[config.mk]
export PLATFORM = sky130hd
export DESIGN_NAME = lcd_layer_compositor
export DESIGN_NICKNAME = d
export VERILOG_FILES = /design/src/rtl/lcd_layer_compositor.sv
export SDC_FILE = /design/constraint.sdc
export NUM_CORES = 1
export LEC_CHECK = 0
export CORE_UTILIZATION = 45
export DETAILED_ROUTE_END_ITERATION = 12
export MAX_ROUTING_LAYER = met4
export PLACE_DENSITY = 0.77
export SYNTH_ARGS = -nofsm -noshare
export SYNTH_HDL_FRONTEND = slang
export SYNTH_SLANG_ARGS = --single-unit
export TNS_END_PERCENT = 30
[constraint.sdc]
create_clock -name iCLK -period 2.3 [get_ports iCLK]
set_input_delay 0.23 -clock iCLK [delete_from_list [all_inputs] [get_ports iCLK]]
set_output_delay 0.23 -clock iCLK [all_outputs]
set_load 0.03 [all_outputs]
[src/rtl/lcd_layer_compositor.sv]
// LCD timing generator with N-layer colour-keyed overlay compositor.
// Config is shadowed at frame start; output RGB/HD/VD lag requests by LAYER_LAT+1.
module lcd_layer_compositor #(
    parameter int H_ACTIVE  = 800,
    parameter int H_BLANK   = 46,
    parameter int H_FRONT   = 210,
    parameter int V_ACTIVE  = 480,
    parameter int V_BLANK   = 23,
    parameter int V_FRONT   = 22,
    parameter int N_LAYER   = 4,
    parameter int CW        = 8,
    parameter int LAYER_LAT = 1
) (
    input  logic                      iCLK,
    input  logic                      iRST_n,
    input  logic                      iEnable,
    input  logic                      iTest_mode,
    input  logic [3*CW-1:0]           iBG_RGB,
    input  logic [N_LAYER-1:0]        iLayer_en,
    input  logic [N_LAYER*3*CW-1:0]   iLayer_key,
    input  logic [N_LAYER*3*CW-1:0]   iLayer_RGB,
    output logic                      oReq_valid,
    output logic [10:0]               oReqX,
    output logic [9:0]                oReqY,
    output logic                      oNewFrame,
    output logic                      oEndFrame,
    output logic [15:0]               oFrame_cnt,
    output logic                      oHD,
    output logic                      oVD,
    output logic [CW-1:0]             oLCD_R,
    output logic [CW-1:0]             oLCD_G,
    output logic [CW-1:0]             oLCD_B
);

    localparam int PW     = 3 * CW;
    localparam int H_LINE = H_BLANK + H_ACTIVE + H_FRONT;
    localparam int V_LINE = V_BLANK + V_ACTIVE + V_FRONT;

    localparam logic [10:0] X_LAST = 11'(H_LINE - 1);
    localparam logic [10:0] X_ACT0 = 11'(H_BLANK);
    localparam logic [10:0] X_ACT1 = 11'(H_BLANK + H_ACTIVE);
    localparam logic [10:0] X_END  = 11'(H_BLANK + H_ACTIVE - 1);
    localparam logic [9:0]  Y_LAST = 10'(V_LINE - 1);
    localparam logic [9:0]  Y_ACT0 = 10'(V_BLANK);
    localparam logic [9:0]  Y_ACT1 = 10'(V_BLANK + V_ACTIVE);
    localparam logic [9:0]  Y_END  = 10'(V_BLANK + V_ACTIVE - 1);

    logic [10:0] x_cnt;
    logic [9:0]  y_cnt;

    always_ff @(posedge iCLK or negedge iRST_n) begin
        if (!iRST_n) begin
            x_cnt <= '0;
            y_cnt <= '0;
        end else if (x_cnt == X_LAST) begin
            x_cnt <= '0;
            y_cnt <= (y_cnt == Y_LAST) ? '0 : y_cnt + 10'd1;
        end else begin
            x_cnt <= x_cnt + 11'd1;
        end
    end

    logic h_act;
    logic v_act;
    logic act;

    assign h_act      = (x_cnt >= X_ACT0) && (x_cnt < X_ACT1);
    assign v_act      = (y_cnt >= Y_ACT0) && (y_cnt < Y_ACT1);
    assign act        = h_act && v_act;
    assign oReq_valid = act;
    assign oReqX      = act ? x_cnt - X_ACT0 : '0;
    assign oReqY      = act ? y_cnt - Y_ACT0 : '0;
    assign oNewFrame  = (x_cnt == '0) && (y_cnt == '0);
    assign oEndFrame  = (x_cnt == X_END) && (y_cnt == Y_END);

    logic                    sh_enable;
    logic                    sh_test;
    logic [PW-1:0]           sh_bg;
    logic [N_LAYER-1:0]      sh_en;
    logic [N_LAYER*PW-1:0]   sh_key;

    // Config only changes at frame start so a frame never tears.
    always_ff @(posedge iCLK or negedge iRST_n) begin
        if (!iRST_n) begin
            sh_enable  <= 1'b0;
            sh_test    <= 1'b0;
            sh_bg      <= '0;
            sh_en      <= '0;
            sh_key     <= '0;
            oFrame_cnt <= '0;
        end else if (oNewFrame) begin
            sh_enable  <= iEnable;
            sh_test    <= iTest_mode;
            sh_bg      <= iBG_RGB;
            sh_en      <= iLayer_en;
            sh_key     <= iLayer_key;
            oFrame_cnt <= oFrame_cnt + 16'd1;
        end
    end

    logic [13:0] tap_in;
    logic [13:0] tap_c;

    assign tap_in = {act, x_cnt != '0, y_cnt != '0, oReqX};

    generate
        if (LAYER_LAT == 0) begin : g_nolat
            assign tap_c = tap_in;
        end else begin : g_lat
            logic [13:0] pipe [LAYER_LAT];

            always_ff @(posedge iCLK or negedge iRST_n) begin
                if (!iRST_n) begin
                    for (int i = 0; i < LAYER_LAT; i++)
                        pipe[i] <= '0;
                end else begin
                    pipe[0] <= tap_in;
                    for (int i = 1; i < LAYER_LAT; i++)
                        pipe[i] <= pipe[i-1];
                end
            end

            assign tap_c = pipe[LAYER_LAT-1];
        end
    endgenerate

    logic        act_c;
    logic        hd_c;
    logic        vd_c;
    logic [10:0] x_c;

    assign act_c = tap_c[13];
    assign hd_c  = tap_c[12];
    assign vd_c  = tap_c[11];
    assign x_c   = tap_c[10:0];

    logic [13:0]   bar_num;
    logic [2:0]    bar;
    logic [PW-1:0] bar_pix;

    assign bar_num = {x_c, 3'b000};
    assign bar     = 3'(bar_num / 14'(H_ACTIVE));
    assign bar_pix = {{CW{~bar[2]}}, {CW{~bar[1]}}, {CW{~bar[0]}}};

    logic [PW-1:0] layer_pix;

    // Ascending scan: the highest opaque enabled layer wins.
    always_comb begin
        layer_pix = sh_bg;
        for (int k = 0; k < N_LAYER; k++) begin
            if (sh_en[k] && (iLayer_RGB[k*PW +: PW] != sh_key[k*PW +: PW]))
                layer_pix = iLayer_RGB[k*PW +: PW];
        end
    end

    logic [PW-1:0] pix_c;

    always_comb begin
        if (!act_c)
            pix_c = '0;
        else if (sh_test)
            pix_c = bar_pix;
        else if (!sh_enable)
            pix_c = sh_bg;
        else
            pix_c = layer_pix;
    end

    always_ff @(posedge iCLK or negedge iRST_n) begin
        if (!iRST_n) begin
            oHD    <= 1'b0;
            oVD    <= 1'b0;
            oLCD_R <= '0;
            oLCD_G <= '0;
            oLCD_B <= '0;
        end else begin
            oHD    <= hd_c;
            oVD    <= vd_c;
            oLCD_R <= pix_c[3*CW-1:2*CW];
            oLCD_G <= pix_c[2*CW-1:CW];
            oLCD_B <= pix_c[CW-1:0];
        end
    end

endmodule

==> results.sh, run 1 <==
export IMPL_status="complete, but fails checks"
export IMPL_violations="setup timing"
export IMPL_hold_viol=0
export IMPL_pin_count=290
export IMPL_utilization=0.727
export IMPL_final_cell_area_mm2=0.0172
export IMPL_routed_wl_um=38700
export IMPL_synth_seq_cells=201
export IMPL_ys_async_sr_fraction=1.00
export IMPL_firstDrtPassIters=9
export IMPL_leakagePower_nw=7.33
export IMPL_synth_seq_area_share=0.458
export IMPL_finalCriticalPeriod_ns=2.70
export IMPL_grt_setup_unrepaired="true"
export IMPL_ant_nets=0
export IMPL_drt_iter0_markers=608
export IMPL_r2r_end="oLCD_B[2]$_DFF_PN0_"
export IMPL_clk_latency_ns=0.53
export IMPL_cts_buffers=23
export IMPL_placed_area_mm2=0.0156
export IMPL_synth_flop_cell="dfrtp_1"
export IMPL_cp_data_arrival_time_ns=2.47
export IMPL_required_ns=2.07
export IMPL_r2r_start="g_lat.pipe[7]$_DFF_PN0_"
export IMPL_layout_setup_ws_ns=-0.397
export IMPL_die_area_mm2=0.0250
export IMPL_cts_sinks=201
export IMPL_power_density_mw_per_mm2=495
export IMPL_cts_tree="done"
export IMPL_maxCapViolCount=0
export IMPL_max_freq_mhz=371
export IMPL_maxSlewHeadroom=0.332
export IMPL_finalNetCount=1710
export IMPL_grt_overflow=0
export IMPL_place_ws_ns=-0.571
export IMPL_dr_total_vias=9861
export IMPL_worst_pin_slew_ns=1.00
export IMPL_synthCells=995
export IMPL_grt_pass1_wl_um=55800
export IMPL_critical_path_class="reg -> out"
export IMPL_cp_end_kind="output port"
export IMPL_via_per_inst=5.42
export IMPL_synth_edff_count=0
export IMPL_final_common_cell="clkdlybuf4s50_1"
export IMPL_final_cell_mix="clkdlybuf4s50_1 (264), buf_4 (207), dfrtp_1 (199)"
export IMPL_p_total_mw=8.51
export IMPL_ir_drop_mv=0.521
export IMPL_setup_viol=51
export IMPL_ctsRootBufferMaster="clkbuf_16"
export IMPL_die_h_um=158
export IMPL_hold_class="in -> async"
export IMPL_reg2reg_depth=9
export IMPL_whs_ns=0.268
export IMPL_coreArea_mm2=0.0237
export IMPL_hpwl_um=28700
export IMPL_clk_pin_slew_worst_paths_ns=0.06
export IMPL_start_util=0.464
export IMPL_ys_warn_count=0
export IMPL_drive_above_1_share=0.356
export IMPL_gp_congestion=0.988
export IMPL_grt_usage=0.306
export IMPL_grt_pass1_vias=10100
export IMPL_r2r_slack_ns=-0.33
export IMPL_clock_path_buffers=3
export IMPL_ys_types=78
export IMPL_syn_nets=1227
export IMPL_slew_viol_final=0
export IMPL_die_w_um=158
export IMPL_place_port_buffers=289
export IMPL_avgSynthCellArea_um2=11.0
export IMPL_critPathMaxFanout=7
export IMPL_antenna_found_initial=4
export IMPL_timing_final_crit_share=1.17
export IMPL_drc=0
export IMPL_htreeDepth=1
export IMPL_rows=56
export IMPL_area_growth_syn_to_layout_pct=56.8
export IMPL_wl_per_cell_um=21.3
export IMPL_syn_area_mm2=0.0110
export IMPL_startpoint_type="register"
export IMPL_grt_start_max_net_pins=65
export IMPL_skew_ns=0.0337
-- per-layer routing --
layer / GRT usage / vias up / share of wire / routed length (um)
met1: 0.350 / 4757 / 0.38 / 14700
met2: 0.512 / 440 / 0.48 / 18800
li1: - / 4560 / - / -
met5: - / - / 0 / 0
met4: 0.115 / 0 / 0.044 / 1680
met3: 0.0835 / 104 / 0.092 / 3550
-- cell usage after synthesis, types with 3 or more instances --
cell type	instances	area share
clkbuf_1	27	0.0092
buf_1	6	0.0021
dfrtp_1	201	0.46
ha_1	8	0.0091
and4_1	3	0.0024
xnor2_1	50	0.040
nor3b_1	3	0.0021
a21oi_1	35	0.016
nand2_1	41	0.014
and3_1	5	0.0028
nor3_1	24	0.011
o22ai_1	3	0.0017
and2_1	6	0.0034
a221o_1	9	0.0082
nand4b_1	3	0.0024
nand4_1	17	0.0097
nor4_1	22	0.013
nor2_1	70	0.024
nor3_2	4	0.0036
a211oi_1	8	0.0055
a221oi_1	8	0.0064
buf_4	15	0.010
nand2b_1	6	0.0034
nor2b_1	7	0.0040
o22a_1	8	0.0064
inv_1	18	0.0062
a21o_1	9	0.0062
mux2_2	128	0.13
a211oi_2	3	0.0034
nand3_1	18	0.0082
xor2_1	86	0.069
mux2i_1	24	0.022
buf_2	14	0.0064
o21ai_0	40	0.018
a311oi_1	8	0.0064
-- report_power, final --
| group | leakage [nW] | internal, mW | switching [mW] |
|---|---|---|---|
| sequential | 2.48 | 3.65 | 0.0949 |
| combinational | 4.50 | 0.729 | 0.500 |
| clock | 0.353 | 2.09 | 1.45 |
| total | 7.33 | 6.47 | 2.05 |
-- registers in the layout (all words and copies together), names as in the netlist --
| name | count |
|---|---|
| g_lat.pipe | 12 |
| oVD | 1 |
| sh_enable | 1 |
| sh_en | 4 |
| oHD | 1 |
| sh_bg | 24 |
| oLCD_B | 8 |
| oLCD_G | 8 |
| oLCD_R | 8 |
| sh_test | 1 |
| oFrame_cnt | 16 |
| y_cnt | 10 |
| sh_key | 96 |
| x_cnt | 11 |
-- critical path: stages (launching register included) --
cell and delay, ns:
dfrtp_1 0.36, ha_2 0.18, a21o_1 0.14, and2_4 0.17, o22ai_4 0.08, nor3_2 0.13, o211ai_1 0.23, buf_4 0.25
nor3_4 0.25, buf_6 0.17
-- how the worst max path moves through the flow --
| stage | slack [ns] | to | start |
|---|---|---|---|
| floorplan | -0.15 | oLCD_B[0]$_DFF_PN0_ | g_lat.pipe[6]$_DFF_PN0_ |
| global placement | -0.56 | oLCD_B[3]$_DFF_PN0_ | iLayer_RGB[87] |
| detailed placement | -0.57 | oLCD_B[3]$_DFF_PN0_ | iLayer_RGB[22] |
| CTS | -0.41 | oReqX[3] | y_cnt[8]$_DFFE_PN0N_ |
| global route | -0.49 | oReqX[10] | y_cnt[1]$_DFFE_PN0N_ |
| finish | -0.40 | oReqX[10] | y_cnt[1]$_DFFE_PN0N_ |
-- logic make-up (layout without fill, tap and decap cells) --
kind of cell / Yosys count / after routing / synth area share
mux: 152 / 152 / 0.153
fa+ha+maj: 8 / 8 / 0.00912
other cells: 0 / 5 / 0
flops: 201 / 201 / 0.458
simple gates: 248 / 248 / 0.119
xor+xnor: 136 / 136 / 0.108
buf+inv: 82 / 580 / 0.0361
compound gates: 168 / 169 / 0.116
-- through the flow --
stage / setup TNS, ns / std cells
6_report: -12.68 / 1818
5_1_grt: -21.43 / 1817
4_1_cts: -11.73 / 1797
3_5_place_dp: -11.60 / 1743
3_3_place_gp: -11.31 / 1743
2_1_floorplan: -1.30 / 995
-- cell type report --
cell class | count | area (um2)
timing repair buffer | 521 | 4900
antenna | 5 | 12.5
fill | 1644 | 6470
inverter | 18 | 70.1
sequential | 201 | 5030
multi-input combinational | 713 | 6090
clock buffer | 36 | 664
clock inverter | 5 | 53.8
tap | 319 | 399
-- repair_timing --
action | in CTS | in global routing
pin swaps | 19 | 30
gates resized for setup | 78 | 80
endpoints found under the hold margin | 58 | 0
setup buffers | 11 | 14
hold buffers | 1 | 0
endpoints found under the setup margin | 51 | 190
cloned | 1 | 4
Power figures use the tool's default switching activity.
==> run 2: changes to the inputs <==
--- a/config.mk
+++ b/config.mk
@@ -5,10 +5,13 @@
 export SDC_FILE = /design/constraint.sdc
 export NUM_CORES = 1
 export LEC_CHECK = 0
+export CORE_MARGIN = 2
 export CORE_UTILIZATION = 45
 export DETAILED_ROUTE_END_ITERATION = 12
+export HOLD_SLACK_MARGIN = 0.06
 export MAX_ROUTING_LAYER = met4
 export PLACE_DENSITY = 0.77
+export RECOVER_POWER = 50
 export SYNTH_ARGS = -nofsm -noshare
 export SYNTH_HDL_FRONTEND = slang
 export SYNTH_SLANG_ARGS = --single-unit
==> results.sh, run 2 (same netlist as run 1, synthesis figures left out) <==
export IMPL_cp_slowest_stage_delay_ns=0.53
export IMPL_hpwl_um=28700
export IMPL_r2r_end="oLCD_B[0]$_DFF_PN0_"
export IMPL_grt_pass1_wl_um=57400
export IMPL_cp_end_kind="register"
export IMPL_cts_tree="done"
export IMPL_grt_overflow=0
export IMPL_area_growth_syn_to_layout_pct=59.7
export IMPL_violations="setup timing"
export IMPL_cts_buffers=23
export IMPL_holdPathEnd="sh_key[14]$_DFFE_PN0P_"
export IMPL_place_ws_ns=-0.613
export IMPL_wl_per_cell_um=21.4
export IMPL_firstDrtPassIters=4
export IMPL_ctsRootBufferMaster="clkbuf_16"
export IMPL_status="complete, but fails checks"
export IMPL_r2r_slack_ns=-0.37
export IMPL_ant_nets=0
export IMPL_place_port_buffers=289
export IMPL_ir_drop_mv=0.421
export IMPL_reg2reg_depth=7
export IMPL_clock_path_buffers=3
export IMPL_grt_usage=0.295
export IMPL_maxCapViolCount=0
export IMPL_die_area_mm2=0.0257
export IMPL_drive_above_1_share=0.387
export IMPL_routed_wl_um=39200
export IMPL_cp_data_arrival_time_ns=3.01
export IMPL_hold_viol=0
export IMPL_final_common_cell="clkdlybuf4s50_1"
export IMPL_layout_setup_ws_ns=-0.371
export IMPL_die_h_um=160
export IMPL_power_density_mw_per_mm2=496
export IMPL_r2r_start="g_lat.pipe[7]$_DFF_PN0_"
export IMPL_leakagePower_nw=7.43
export IMPL_largest_register="sh_key"
export IMPL_hold_class="in -> reg"
export IMPL_startpoint_type="register"
export IMPL_hold_start="iLayer_key[14]"
export IMPL_critPathMaxFanout=8
export IMPL_cp_top_family="compound AO/OA/AOI/OAI gates"
export IMPL_die_w_um=160
export IMPL_gp_congestion=0.931
export IMPL_cts_sinks=201
export IMPL_reg_largest_list="sh_key: 96 flops, sh_bg: 24 flops, oFrame_cnt: 16 flops"
export IMPL_worst_pin_slew_ns=1.33
export IMPL_path_cells="or3_4, o211a_1, o22ai_4, nor3_4, o311a_4, o311ai_4, a221oi_1"
export IMPL_hold_path_depth=2
export IMPL_final_cell_area_mm2=0.0175
export IMPL_p_total_mw=8.70
export IMPL_fillers=1679
export IMPL_finalCriticalPeriod_ns=2.67
export IMPL_slew_viol_final=0
export IMPL_maxSlewHeadroom=0.112
export IMPL_largest_register_ffs=96
export IMPL_timing_final_crit_share=1.16
export IMPL_dr_total_vias=9964
export IMPL_pin_count=290
export IMPL_htreeDepth=1
export IMPL_antenna_found_initial=4
export IMPL_clk_latency_ns=0.52
export IMPL_placed_area_mm2=0.0156
export IMPL_drt_iter0_markers=816
export IMPL_finalNetCount=1719
export IMPL_drc=0
export IMPL_final_cell_mix="clkdlybuf4s50_1 (264), buf_4 (217), dfrtp_1 (198)"
export IMPL_setup_viol=151
export IMPL_grt_start_max_net_pins=54
export IMPL_utilization=0.728
export IMPL_start_util=0.456
export IMPL_grt_pass1_vias=10200
export IMPL_skew_ns=0.0239
export IMPL_max_freq_mhz=374
export IMPL_grt_setup_unrepaired="true"
export IMPL_clk_pin_slew_worst_paths_ns=0.06
export IMPL_coreArea_mm2=0.0241
export IMPL_critPathBufInv=0
export IMPL_rows=57
export IMPL_via_per_inst=5.44
export IMPL_crit_slowest_cell="o311ai_4"
export IMPL_required_ns=2.63
export IMPL_critical_path_class="reg -> reg"
-- run 2: stage by stage --
stage	cells	setup TNS, ns	hold WS [ns]
2_1_floorplan	995	-1.30	-0.0656
3_3_place_gp	1747	-11.20	0.226
3_5_place_dp	1747	-12.91	0.228
4_1_cts	1798	-12.12	0.246
5_1_grt	1830	-28.32	0.322
6_report	1830	-15.61	0.321
-- run 2: area by class of cell --
type,count,area (um2),area share
clock inverters,8,97.6,0.00556
diodes,4,10.0,0.000571
well taps,324,405,0.0231
flip-flops and latches,201,5030,0.287
clock buffers,32,649,0.0370
multi-input cells,712,6280,0.358
inverters,18,67.6,0.00385
repair buffers,531,5000,0.285
-- run 2: per-layer routing --
metal	vias to the layer above	part of all wire	GRT usage
li1	4569	-	-
met5	-	0	-
met2	467	0.48	0.485
met1	4851	0.40	0.354
met4	0	0.039	0.102
met3	77	0.079	0.0779
-- run 2: report_power, final --
part           switching (mW)  total [mW]  internal (mW)
clock network            1.48        3.67           2.19
logic                   0.533        1.29          0.754
registers              0.0944        3.74           3.65
total                    2.11        8.70           6.59
-- run 2: worst max-delay path by stage --
stage	start	end	depth (start not counted)
after floorplan	g_lat.pipe[6]$_DFF_PN0_	oLCD_B[0]$_DFF_PN0_	9
after detailed placement	iLayer_RGB[37]	oLCD_G[6]$_DFF_PN0_	12
after global routing	g_lat.pipe[7]$_DFF_PN0_	oLCD_B[4]$_DFF_PN0_	10
final	g_lat.pipe[7]$_DFF_PN0_	oLCD_B[0]$_DFF_PN0_	7
after global placement	iLayer_RGB[33]	oLCD_G[6]$_DFF_PN0_	12
after CTS	x_cnt[2]$_DFF_PN0_	oReqX[5]	10
-- run 2: what timing repair did --
| item | CTS | global route |
|---|---|---|
| buffers inserted | 10 | 26 |
| hold buffers | 1 | 0 |
| pin swaps | 22 | 56 |
| gates resized for setup | 93 | 143 |
| gates cloned | 0 | 3 |
| setup endpoints to repair | 60 | 168 |
| endpoints found under the hold margin | 49 | 0 |
==> run 3: changes to the inputs <==
==> constraint.sdc (replaced) <==
create_clock -name iCLK -period 2.3 [get_ports iCLK]
set_input_delay 0.23 -clock iCLK [delete_from_list [all_inputs] [get_ports iCLK]]
set_output_delay 0.23 -clock iCLK [all_outputs]
set_load 0.01 [all_outputs]
==> results.sh, run 3 (same netlist as run 1, synthesis figures left out) <==
export IMPL_utilization=0.760
export IMPL_setup_viol=180
export IMPL_layout_setup_ws_ns=-0.429
export IMPL_drt_iter0_markers=771
export IMPL_antenna_found_initial=3
export IMPL_status="complete, but fails checks"
export IMPL_clkPwrFrac=0.419
export IMPL_p_int_mw=6.59
export IMPL_skew_ns=0.0210
export IMPL_pin_count=290
export IMPL_maxSlewHeadroom=0.00216
export IMPL_place_port_buffers=289
export IMPL_fin_tns_setup_ns=-31.10
export IMPL_cts_sinks=201
export IMPL_drive_above_1_share=0.396
export IMPL_ctsRootBufferMaster="clkbuf_16"
export IMPL_leakagePower_nw=7.92
export IMPL_grt_overflow=0
export IMPL_cts_buffers=23
export IMPL_drc=0
export IMPL_seq_power_share=0.427
export IMPL_via_per_inst=5.57
export IMPL_grt_pass1_vias=10700
export IMPL_timing_final_crit_share=1.19
export IMPL_largest_register_ffs=96
export IMPL_wl_per_cell_um=22.9
export IMPL_grt_usage=0.314
export IMPL_switchingPower_mw=2.22
export IMPL_final_cell_mix="clkdlybuf4s50_1 (264), buf_4 (209), dfrtp_1 (197)"
export IMPL_start_util=0.456
export IMPL_place_ws_ns=-0.675
export IMPL_die_area_mm2=0.0257
export IMPL_ant_nets=0
export IMPL_critical_path_class="reg -> out"
export IMPL_finalNetCount=1749
export IMPL_final_common_cell="clkdlybuf4s50_1"
export IMPL_rows=57
export IMPL_violations="setup timing"
export IMPL_clk_latency_ns=0.54
export IMPL_cp_end_kind="output port"
export IMPL_htreeDepth=1
export IMPL_worst_pin_slew_ns=1.50
export IMPL_critPathMaxFanout=5
export IMPL_startpoint_type="register"
export IMPL_clock_path_buffers=3
export IMPL_maxCapViolCount=0
export IMPL_largest_register="sh_key"
export IMPL_fin_cells=1860
export IMPL_grt_pass1_wl_um=60900
export IMPL_die_w_um=160
export IMPL_coreArea_mm2=0.0241
export IMPL_clk_pin_slew_worst_paths_ns=0.07
export IMPL_die_h_um=160
export IMPL_hold_class="in -> reg"
export IMPL_firstDrtPassIters=5
export IMPL_dr_total_vias=10400
export IMPL_reg_largest_list="sh_key: 96 flops, sh_bg: 24 flops, oFrame_cnt: 16 flops"
export IMPL_required_ns=2.07
export IMPL_dp_cells=1764
export IMPL_grt_start_max_net_pins=81
export IMPL_slew_viol_final=0
export IMPL_max_freq_mhz=366
export IMPL_fillers=1554
export IMPL_ir_drop_mv=0.435
export IMPL_gp_congestion=0.962
export IMPL_comb_power_share=0.155
export IMPL_area_growth_syn_to_layout_pct=66.9
export IMPL_cts_tree="done"
export IMPL_grt_setup_unrepaired="true"
export IMPL_finalCriticalPeriod_ns=2.73
export IMPL_hold_viol=0
export IMPL_power_density_mw_per_mm2=481
export IMPL_hpwl_um=29300
export IMPL_routed_wl_um=42500
export IMPL_cp_data_arrival_time_ns=2.50
export IMPL_sw_frac_of_total=0.252
==> run 3: power by group through the flow <==
stage / Combinational [mW] / Clock, mW / Sequential, mW
final: 1.36 / 3.69 / 3.76
after floorplan: 0.381 / 0 / 3.77
after CTS: 1.23 / 3.71 / 3.75
after detailed placement: 1.18 / 0 / 3.81
after global placement: 1.16 / 0 / 3.80
after global routing: 1.44 / 3.88 / 3.76
==> run 3: final cells by class <==
class                           count  area [um2]  share of cell area
Tap cell                          324         405              0.0221
Timing Repair Buffer              561        5400               0.295
Multi-Input combinational cell    712        6660               0.363
Clock buffer                       34         667              0.0364
Inverter                           18        67.6             0.00369
Clock inverter                      7        78.8             0.00430
Sequential cell                   201        5030               0.275
Antenna cell                        3        7.51            0.000410
==> run 3: worst max-delay path, cell delays in order, from the launching register on <==
cell,delay [ns]
dfrtp_1,0.37
or4_4,0.57
o22ai_2,0.17
nor3_2,0.06
o211ai_1,0.20
buf_4,0.27
buf_12,0.15
nor2_4,0.05
buf_6,0.13
==> run 3: final timing paths <==
path	end	slack, ns	cells past startpoint	from
max	oReqX[3]	-0.43	8	y_cnt[5]$_DFFE_PN0N_
max in group asynchronous	y_cnt[6]$_DFFE_PN0N_	0.29	3	iRST_n
min reg2reg	oHD$_DFF_PN0_	0.35	0	g_lat.pipe[12]$_DFF_PN0_
min	sh_bg[19]$_DFFE_PN0P_	0.31	2	iBG_RGB[19]
min in group asynchronous	sh_key[15]$_DFFE_PN0P_	0.62	2	iRST_n
max reg2reg	oLCD_B[5]$_DFF_PN0_	-0.37	10	sh_key[30]$_DFFE_PN0P_
==> run 3: repair_timing <==
| action | 4_1_cts | 5_1_grt |
|---|---|---|
| cloned | 2 | 8 |
| buffers inserted | 17 | 27 |
| gates resized for setup | 228 | 203 |
| endpoints found under the setup margin | 152 | 175 |
| hold endpoints to repair | 52 | 0 |
| hold buffers | 1 | 0 |
| pin swaps | 47 | 56 |
==> run 3: per-layer routing <==
metal | GRT usage | up-vias | wire [um]
li1 | - | 4619 | -
met4 | 0.117 | 0 | 1920
met5 | - | - | 0
met3 | 0.0805 | 109 | 3500
met2 | 0.518 | 519 | 20400
met1 | 0.371 | 5118 | 16800
==> run 3: through the flow <==
| stage | power, mW | instance area (um2) | hold WS [ns] |
|---|---|---|---|
| 2_1_floorplan | 4.15 | 11000 | -0.0656 |
| 3_3_place_gp | 4.96 | 15800 | 0.240 |
| 3_5_place_dp | 4.99 | 15800 | 0.245 |
| 4_1_cts | 8.69 | 17200 | 0.259 |
| 5_1_grt | 9.08 | 18300 | 0.294 |
| 6_report | 8.81 | 18300 | 0.306 |
